===== src/rtl/plic_cc_arb.sv =====
// Round-robin arbiter that shares one plic_core claim/complete port among TGT_NUM targets.
// One transaction at a time: grant, claim/complete strobe, settle wait, then a one-hot response.
module plic_cc_arb #(
  parameter int unsigned TGT_NUM    = 4,
  parameter int unsigned IRQ_WIDTH  = 5,
  parameter int unsigned SETTLE_CYC = 2
) (
  input  logic                           clk_i,
  input  logic                           rst_i,
  input  logic [TGT_NUM-1:0]             req_i,
  input  logic [TGT_NUM-1:0]             req_comp_i,
  input  logic [TGT_NUM*IRQ_WIDTH-1:0]   req_id_i,
  output logic [TGT_NUM-1:0]             gnt_o,
  output logic [TGT_NUM-1:0]             rsp_vld_o,
  output logic [IRQ_WIDTH-1:0]           rsp_id_o,
  input  logic                           core_irq_i,
  input  logic [IRQ_WIDTH-1:0]           core_id_i,
  output logic                           clam_o,
  output logic                           comp_o,
  output logic [IRQ_WIDTH-1:0]           comp_id_o,
  output logic                           busy_o
);

  localparam int unsigned PTR_W = (TGT_NUM > 1) ? $clog2(TGT_NUM) : 1;

  typedef enum logic [2:0] {
    IDLE,
    CLAIM,
    COMP,
    SETTLE,
    RESP
  } state_t;

  state_t               state_q, state_d;
  logic [PTR_W-1:0]     last_q, last_d;
  logic [2:0]           cnt_q, cnt_d;
  logic [IRQ_WIDTH-1:0] req_id_q, req_id_d;
  logic [IRQ_WIDTH-1:0] rsp_id_q, rsp_id_d;

  logic                 pick_vld;
  logic [PTR_W-1:0]     pick_idx;
  int unsigned          cand;

  // Search begins one past the last grantee and wraps without a modulo operator.
  always_comb begin
    pick_vld = 1'b0;
    pick_idx = '0;
    cand     = 0;
    for (int unsigned i = 1; i <= TGT_NUM; i++) begin
      cand = 32'(last_q) + i;
      if (cand >= TGT_NUM) cand = cand - TGT_NUM;
      if (!pick_vld && req_i[PTR_W'(cand)]) begin
        pick_vld = 1'b1;
        pick_idx = PTR_W'(cand);
      end
    end
  end

  always_comb begin
    state_d   = state_q;
    last_d    = last_q;
    cnt_d     = cnt_q;
    req_id_d  = req_id_q;
    rsp_id_d  = rsp_id_q;
    gnt_o     = '0;
    rsp_vld_o = '0;
    rsp_id_o  = '0;
    clam_o    = 1'b0;
    comp_o    = 1'b0;
    comp_id_o = '0;
    unique case (state_q)
      IDLE: begin
        // gnt_o is combinational, so it is masked while reset is held.
        if (pick_vld && !rst_i) begin
          gnt_o[pick_idx] = 1'b1;
          last_d          = pick_idx;
          req_id_d        = req_id_i[32'(pick_idx)*IRQ_WIDTH +: IRQ_WIDTH];
          state_d         = req_comp_i[pick_idx] ? COMP : CLAIM;
        end
      end
      CLAIM: begin
        if (core_irq_i) begin
          clam_o   = 1'b1;
          rsp_id_d = core_id_i;
        end else begin
          rsp_id_d = '0;
        end
        cnt_d   = 3'(SETTLE_CYC - 1);
        state_d = SETTLE;
      end
      COMP: begin
        comp_o    = 1'b1;
        comp_id_o = req_id_q;
        rsp_id_d  = req_id_q;
        cnt_d     = 3'(SETTLE_CYC - 1);
        state_d   = SETTLE;
      end
      SETTLE: begin
        if (cnt_q == '0) begin
          state_d = RESP;
        end else begin
          cnt_d = cnt_q - 3'd1;
        end
      end
      RESP: begin
        rsp_vld_o[last_q] = 1'b1;
        rsp_id_o          = rsp_id_q;
        state_d           = IDLE;
      end
      default: state_d = IDLE;
    endcase
  end

  assign busy_o = (state_q != IDLE);

  always_ff @(posedge clk_i or posedge rst_i) begin
    if (rst_i) begin
      state_q  <= IDLE;
      last_q   <= PTR_W'(TGT_NUM - 1);
      cnt_q    <= '0;
      req_id_q <= '0;
      rsp_id_q <= '0;
    end else begin
      state_q  <= state_d;
      last_q   <= last_d;
      cnt_q    <= cnt_d;
      req_id_q <= req_id_d;
      rsp_id_q <= rsp_id_d;
    end
  end

endmodule


===== config.mk =====
export PLATFORM = sky130hd
export DESIGN_NAME = plic_cc_arb
export DESIGN_NICKNAME = d
export VERILOG_FILES = /design/src/rtl/plic_cc_arb.sv
export SDC_FILE = /design/constraint.sdc
export NUM_CORES = 1
export LEC_CHECK = 0
export CAP_MARGIN = 30
export CORE_MARGIN = 2
export CORE_UTILIZATION = 24
export DETAILED_ROUTE_END_ITERATION = 8
export DONT_BUFFER_PORTS = 1
export PLACE_DENSITY = 0.37
export SLEW_MARGIN = 20
export SYNTH_ARGS = -nofsm -noshare
export SYNTH_HDL_FRONTEND = slang
export SYNTH_SLANG_ARGS = --single-unit

===== constraint.sdc =====
create_clock -name clk_i -period 2.8 [get_ports clk_i]
set_input_delay 0.28 -clock clk_i [delete_from_list [all_inputs] [get_ports clk_i]]
set_output_delay 0.28 -clock clk_i [all_outputs]
set_load 0.01 [all_outputs]

## Yosys cells after proc, flatten, opt, wreduce, memory -nomap -nowiden

Index checks and enable logic that the tools add are counted.

| word-level totals | value |
|---|---|
| bits in registers | 18 |
| logic and storage cells | 96 |
| input bits | 36 |

| operators by class | value |
|---|---|
| muxes and demuxes | 42 |
| add/sub/neg operators | 9 |
| magnitude comparators | 12 |
| eq/ne operators | 7 |
| shifts and indexed selects | 1 |
| reduce and logical (&&, ||, !) cells | 19 |
| multipliers | 1 |

Operators with widths:

| cell | number |
|---|---|
| $shiftx 20x6->5 | 1 |
| $lt 2x3->1 const B | 6 |
| $mux 2 | 9 |
| $mux 5 | 3 |
| $mux 1 | 14 |
| $mux 4 | 3 |
| $bmux 1 s2 | 5 |
| $pmux 5 s2 | 1 |
| $ge 3x3->1 const B | 3 |
| $mux 3 | 3 |
| $pmux 3 s3 | 1 |
| $sub 2x1->2 const B | 4 |
| $add 2x2->3 const B | 2 |
| $eq 3x2->1 const B | 2 |
| $logic_and 1x1->1 | 6 |
| $logic_not 3->1 | 2 |
| $ne 2x2->1 const B | 3 |
| $pmux 3 s2 | 1 |
| $reduce_and 2->1 | 3 |
| $mul 2x3->5 const B | 1 |
| $add 2x3->4 const B | 1 |
| $demux 1 s2 | 2 |
| $ge 2x1->1 const B | 2 |
| $ge 4x3->1 const B | 1 |
| other kinds (8) | 12 |

## Logic depth before layout (Yosys ltp)

Gate-level depths: netlist (run 1).

| logic depth | value |
|---|---|
| word-level depth | 21 |
| gate-level depth with buffers | 10 |
| depth with buffers taken out | 8 |

## Worst setup path before layout (run 1)

No wires, ideal clock.

| path | value |
|---|---|
| kind | register -> register |
| from | register last_q[0] |
| to | register req_id_q[1] |
| data required time | 2.677 ns |
| cell stages (with the launch flop) | 10 |
| slack | 0.063 ns |
| arrival | 2.614 ns |
| path through | dfstp_2 -> buf_6 -> inv_1 -> ha_1 -> mux2_2 -> o2bb2ai_4 -> nand2_4 -> xnor2_4 -> mux2_1 -> o221a_1 |

| between the ends | value |
|---|---|
| longest elaborated chain between the ends | 17 |

Ends and longest elaborated chain:

| element | line | text |
|---|---|---|
| start: declaration | 35 | `logic [PTR_W-1:0] last_q, last_d;` |
| start signal: assignment | 119 | `last_q <= PTR_W'(TGT_NUM - 1);` |
| start signal: assignment | 125 | `last_q <= last_d;` |
| $add 2x1->3 | 50 | `cand = 32'(last_q) + i;` |
| $ge 3x3->1 or $sub 2x1->2 (tied branches) | 51 | `if (cand >= TGT_NUM) cand = cand - TGT_NUM;` |
| $mux 2 | 51 |  |
| $bmux 1 s2 | 52 | `if (!pick_vld && req_i[PTR_W'(cand)]) begin` |
| $mux 1 (not written as such) | 52 |  |
| $mux 1 | 52 |  |
| $logic_not 1->1 | 52 |  |
| $logic_and 1x1->1 | 52 |  |
| $mux 1 | 52 |  |
| $logic_not 1->1 | 52 |  |
| $logic_and 1x1->1 | 52 |  |
| $mux 1 | 52 |  |
| $logic_not 1->1 | 52 |  |
| $logic_and 1x1->1 | 52 |  |
| $mux 2 or $mux 1 (tied branches) | 52 |  |
| $mul 2x3->5 or $logic_and 1x1->1 (tied branches) | 77, 74 |  |
| $shiftx 20x6->5 or $reduce_and 2->1 (tied branches) | n/a |  |
| end signal: assignment | 127 | `req_id_q <= req_id_d;` |
| end: declaration | 37 | `logic [IRQ_WIDTH-1:0] req_id_q, req_id_d;` |

Several ways; a longest one is shown, not always the timed one. The select of a mux whose other input is x is not followed.
A chain may end at the register's enable or synchronous reset.

## Final worst setup path (run 1)

| path | value |
|---|---|
| from | register last_q[1] |
| to | output port gnt_o[3] |

| between the ends | value |
|---|---|
| longest elaborated chain between the ends | 21 |

Ends and longest elaborated chain:

| element | line | text |
|---|---|---|
| $add 2x1->3 | 50 |  |
| $ge 3x3->1 or $sub 2x1->2 (tied branches) | 51 |  |
| $mux 2 | 51 |  |
| $bmux 1 s2 | 52 |  |
| $mux 1 (not written as such) | 52 |  |
| $mux 1 | 52 |  |
| $logic_not 1->1 | 52 |  |
| $logic_and 1x1->1 | 52 |  |
| [... 5 more ...] | n/a |  |
| $logic_and 1x1->1 | 52 |  |
| $mux 2 | 52 |  |
| $lt 2x3->1 (not written as such) or $ge 2x1->1 (tied branches) | 75 | `gnt_o[pick_idx] = 1'b1;` |
| $logic_and 1x1->1 (not written as such) | 75 |  |
| $mux 1 (not written as such) | 75 |  |
| $demux 1 s2 | 75 |  |
| $mux 4 (*) | 74 | `if (pick_vld && !rst_i) begin` |
| $mux 4 (*) | 71 | `unique case (state_q)` |
| end: declaration | 13 | `output logic [TGT_NUM-1:0] gnt_o,` |

Every way passes the cells marked *; elsewhere a longest branch is shown, timed or not. The select of a mux whose other input is x is not followed.

==> results.cfg, run 1 <==
[logic_synthesis]
ys_ff_latch = 18
synthFlopType = dfrtp_1
syn_nets = 215
synth_cells = 173
netlist_area_um2 = 1570
yosys_warnings = 0
yosys-top-cells-area = dfrtp_1 25%, mux2i_1 7.0%, a21oi_1 4.8%, ha_1 4.8%, mux4_2 4.3%
yosys.area.top_type = dfrtp_1
synthDistinctLibCells = 51
seq_area_frac_synth_pct = 28.8
syn-mean-instance-area_um2 = 9.08
synth_top_cell_area_share_pct = 25.5
synth_edf_count = 0
synthArstFlopShare_pct = 100

[setup_path]
required_ps = 2520
worst_setup_path_start_kind = register
crit_fanout = 12
r2r_cells = 9
end_kind = primary output
r2r_slack_ps = 340
arrival_ps = 2410
critical_path_class = reg2out

[clock_tree]
clk_pin_slew_ps = 70
cts_root_buffer = clkbuf_8
clock_latency_ps = 250
cts_tree = done
clockBufferDepth = 2
hold_buffers = 0
clkSinkCount = 18
htreeDepth = 1
cts_buffers = 3

[layout]
n_antenna_cell = 0
mostFrequentLayoutCells = 17 x nor2_1, 16 x dfrtp_1, 15 x a21oi_1
fillCellCount = 691
drive_gt1_share_pct = 19.3
final_common_cell = nor2_1
syn_to_final_growth_pct = 14.4
fin_nets = 224

[power]
power_frac_clock_pct = 8.6
power_leakage_nw = 0.775
swShare_pct = 45.2
seqPwrFrac_pct = 21.4
peakVddDrop_mv = 0.492
power_switching_mw = 1.01
internal_power_mw = 1.22
p_comb_share_pct = 70.0
power_mw = 2.23
powerDensity_nw_per_um2 = 1240

[drt]
first_pass_iters = 4
ant_nets = 0
vias_per_cell = 5.16
drt_iter0_drc = 35
num_vias = 1330
totalWireLength_um = 4340
avgRoutedWirePerCell_um = 16.8
drc_errors = 0

[timing]
hold_viol = 0
setup_violations = 0
fin_crit_sh_pct = 96.0
worst_pin_slew_ps = 744
final.setup_skew_ps = 1.10
fin_ws_ps = 113
tns_ps = 0
period_needed_ps = 2690
relSlewSlack_pct = 50.4
maxSlewViolCount = 0
whs_ps = 38.9
timing.fmax_mhz = 372
rsz0062_at_grt = false

[min_path]
hold_class = in2async

[floorplanning]
io_pins = 57
rows = 29
initial_core_util_pct = 24.7
die_w_um = 84.9
die_area_um2 = 7210
die_h_um = 84.9
core_um2 = 6350

[global_route]
grt_max_degree = 19
grt_antenna_before_repair = 0
grt_pass1_vias = 1385
grt_overflow = 0
grt_pass1_wl_um = 7230
grt_util_all_layers_pct = 12.5
busiest_layer = met2
use_met1_pct = 15.6
use_met2_pct = 22.3
met3_usage_pct = 3.02

[placed_design]
hpwlAfterDp_um = 3400
port_buffers = 0
finalWeightedCongestion = 0.743
dpl_worst_slack_ps = 170

[run]
drv_cap = 0

[outcome]
outcome = finished clean
power groups by stage:
stage          logic, mW  registers, mW  clock network, mW
2_1_floorplan       1.19          0.470                  0
3_3_place_gp        1.42          0.490                  0
3_5_place_dp        1.44          0.492                  0
4_1_cts             1.52          0.476              0.201
5_1_grt             1.73          0.496              0.218
6_report            1.56          0.477              0.192
repair_timing:
item	in CTS	in global routing
endpoints found under the setup margin	4	4
resized for setup	3	5
pin swaps	0	1
setup buffers	1	0
cell families (layout without fill, tap and decap cells):
kind of cell             Yosys count  in the layout  share of synthesized area (%)
AO/OA/AOI/OAI                     44             44                           20.6
AND/OR/NAND/NOR                   68             68                           24.2
multiplexers                      17             17                           13.5
flip-flops                        18             18                           28.8
adder cells (fa/ha/maj)            6              6                           4.78
buffers and inverters             17             25                           5.25
XOR/XNOR                           3              3                           2.87
path summary, 6_finish.rpt:
kind / start / endpoint
worst max-delay path: last_q[1] / gnt_o[3]
worst min-delay path: rst_i / state_q[2]
worst max register to register: last_q[1] / req_id_q[4]
worst min register to register: req_id_q[2] / req_id_q[2]
max in group asynchronous: rst_i / req_id_q[2]
min in group clk_i: core_id_i[0] / rsp_id_q[0]
cell usage after synthesis (all sizes together) (3+ instances only):
master,n
nor2,17
dfrtp,16
a21oi,15
mux2i,11
nand2,10
and3,9
inv,9
and2,7
o21ai,7
ha,6
buf,5
nor3,5
nand3,4
nor2b,4
a221oi,3
clkbuf,3
mux2,3
mux4,3
nand2b,3
xnor2,3
sequential cells by signal, indices dropped and copies added, names as in the netlist:
signal / count
cnt_q: 3
rsp_id_q: 5
last_q: 2
state_q: 3
req_id_q: 5
layout make-up:
class | count | area [um^2] | share of cell area (%)
well taps | 77 | 96.3 | 5.36
multi-input cells | 138 | 1070 | 59.6
inverters | 9 | 33.8 | 1.88
clock buffers | 4 | 45.0 | 2.51
flip-flops and latches | 18 | 453 | 25.2
repair buffers | 12 | 97.6 | 5.43
through the flow:
stage / cell area [um^2] / cells / utilization [%]
floorplan: 1570 / 173 / -
global placement: 1700 / 253 / 26.8
detailed placement: 1700 / 253 / 26.8
CTS: 1760 / 258 / 27.8
global route: 1800 / 258 / 28.3
finish: 1800 / 258 / 28.3
layer usage:
metal / share of wire, % / vias to the layer above / wire length (um)
li1: - / 650 / -
met1: 44 / 652 / 1900
met2: 52 / 26 / 2280
met3: 3.3 / 2 / 142
met4: 0.48 / 0 / 21
met5: 0 / - / 0
worst max-delay path: stages (launching register included):
cell       delay (ps)
dfstp_2           530
inv_1             100
ha_4              320
mux2_2            380
o2bb2ai_4         200
nand2_4            90
xnor2_4           170
buf_8             180
and2_1            190
Power figures use the tool's default switching activity.
==> run 2: changes to the inputs <==
--- a/config.mk
+++ b/config.mk
@@ -5,12 +5,13 @@
 export SDC_FILE = /design/constraint.sdc
 export NUM_CORES = 1
 export LEC_CHECK = 0
+export ABC_AREA = 0
 export CAP_MARGIN = 30
 export CORE_MARGIN = 2
-export CORE_UTILIZATION = 24
+export CORE_UTILIZATION = 57
 export DETAILED_ROUTE_END_ITERATION = 8
 export DONT_BUFFER_PORTS = 1
-export PLACE_DENSITY = 0.37
+export PLACE_DENSITY = 0.74
 export SLEW_MARGIN = 20
 export SYNTH_ARGS = -nofsm -noshare
 export SYNTH_HDL_FRONTEND = slang
==> results.cfg, run 2 (synthesis results as in run 1) <==
[drt]
vias_per_cell = 6.29
num_vias = 1359
ant_nets = 0
drc_errors = 0
totalWireLength_um = 3760
avgRoutedWirePerCell_um = 17.4
drt_iter0_drc = 72
first_pass_iters = 4

[global_route]
grt_pass1_vias = 1301
grt_util_all_layers_pct = 23.4
grt_overflow = 0
grt_antenna_before_repair = 0
grt_pass1_wl_um = 6000
grt_max_degree = 21

[setup_path]
worst_setup_path_start_kind = register
required_ps = 2520
crit_fanout = 7
end_kind = primary output
arrival_ps = 2410
r2r_slack_ps = 120
critical_path_class = reg2out

[timing]
timing.fmax_mhz = 371
rsz0062_at_grt = false
hold_viol = 0
relSlewSlack_pct = 51.7
period_needed_ps = 2690
setup_violations = 0
final.setup_skew_ps = 5.03
worst_pin_slew_ps = 724
tns_ps = 0
maxSlewViolCount = 0
fin_crit_sh_pct = 96.2

[power]
power_switching_mw = 1.01
internal_power_mw = 1.26
powerDensity_nw_per_um2 = 1290
swShare_pct = 44.6
power_leakage_nw = 0.789
power_frac_clock_pct = 7.1
p_comb_share_pct = 72.0
peakVddDrop_mv = 1.05
seqPwrFrac_pct = 20.9

[layout]
top_regs = req_id_q x5, rsp_id_q x5
n_antenna_cell = 0
syn_to_final_growth_pct = 12.2
final_common_cell = dfrtp_1
fin_nets = 228
mostFrequentLayoutCells = 16 x dfrtp_1, 15 x nor2_1, 15 x a21oi_1
drive_gt1_share_pct = 21.6
final_cell_count_no_fill = 216

[min_path]
hold_class = in2reg

[clock_tree]
clkSinkCount = 18
cts_buffers = 3
clock_latency_ps = 290
clk_pin_slew_ps = 110
cts_root_buffer = clkbuf_4
htreeDepth = 1
clockBufferDepth = 2
cts_tree = done

[floorplanning]
die_w_um = 56.5
io_pins = 57
rows = 19
core_um2 = 2690
die_h_um = 56.5
die_area_um2 = 3190
initial_core_util_pct = 58.5

[outcome]
outcome = finished clean

[placed_design]
finalWeightedCongestion = 0.748
port_buffers = 0
dp_cells = 207
hpwlAfterDp_um = 2820

[run]
drv_cap = 0
run 2: path summary, 6_finish.rpt:
check,start,endpoint,cells after the start
setup / recovery,last_q[0],gnt_o[0],8
hold / removal,core_id_i[0],rsp_id_q[0],2
setup reg to reg,last_q[0],req_id_q[1],9
hold reg to reg,req_id_q[2],req_id_q[2],2
max in group asynchronous,rst_i,rsp_id_q[0],2
min in group asynchronous,rst_i,cnt_q[0],2
run 2: cell type report:
| class | count | area [um^2] |
|---|---|---|
| multi-input cells | 138 | 1070 |
| fillers | 228 | 923 |
| flip-flops and latches | 18 | 453 |
| repair buffers | 16 | 126 |
| well taps | 31 | 38.8 |
| clock buffers | 4 | 36.3 |
| inverters | 9 | 33.8 |
run 2: metrics by stage:
| stage | setup slack (ps) | area, um^2 | power (mW) | hold WS, ps | utilization, % |
|---|---|---|---|---|---|
| 3_5_place_dp | 213 | 1640 | 1.91 | 315 | 61.2 |
| 2_1_floorplan | 62.9 | 1570 | 1.66 | 217 | - |
| 6_report | 106 | 1760 | 2.27 | 205 | 65.6 |
| 3_3_place_gp | 286 | 1640 | 1.84 | 300 | 61.2 |
| 5_1_grt | 28.2 | 1760 | 2.45 | 183 | 65.6 |
| 4_1_cts | 4.38 | 1700 | 2.10 | 198 | 63.4 |
run 2: power by group through the flow:
stage / Clock, mW / Sequential, mW / Combinational (mW)
after CTS: 0.163 / 0.474 / 1.47
after detailed placement: 0 / 0.480 / 1.43
after global routing: 0.175 / 0.490 / 1.78
final: 0.161 / 0.475 / 1.64
after global placement: 0 / 0.473 / 1.37
after floorplan: 0 / 0.470 / 1.19
run 2: per-layer routing:
metal	global-route usage (%)	share of wire, %	wire (um)	vias to the layer above
met5	0	0	0	-
li1	-	-	-	660
met3	3.92	4.6	174	2
met1	29.9	42	1580	658
met2	41.0	53	1990	39
met4	5.78	0.48	18	0
run 2: critical path, stage by stage, from the launching register on:
cell	delay, ps
dfstp_2	550
inv_1	90
ha_4	310
mux2_2	380
o2bb2ai_4	190
nand2_4	90
xnor2_4	270
buf_6	180
nor2_2	60
run 2: what timing repair did:
item / in CTS / in global routing
hold buffers: 1 / 0
gates resized for setup: 3 / 6
hold endpoints to repair: 16 / 0
setup endpoints to repair: 3 / 4
buffers inserted: 0 / 4
pin swaps: 1 / 1
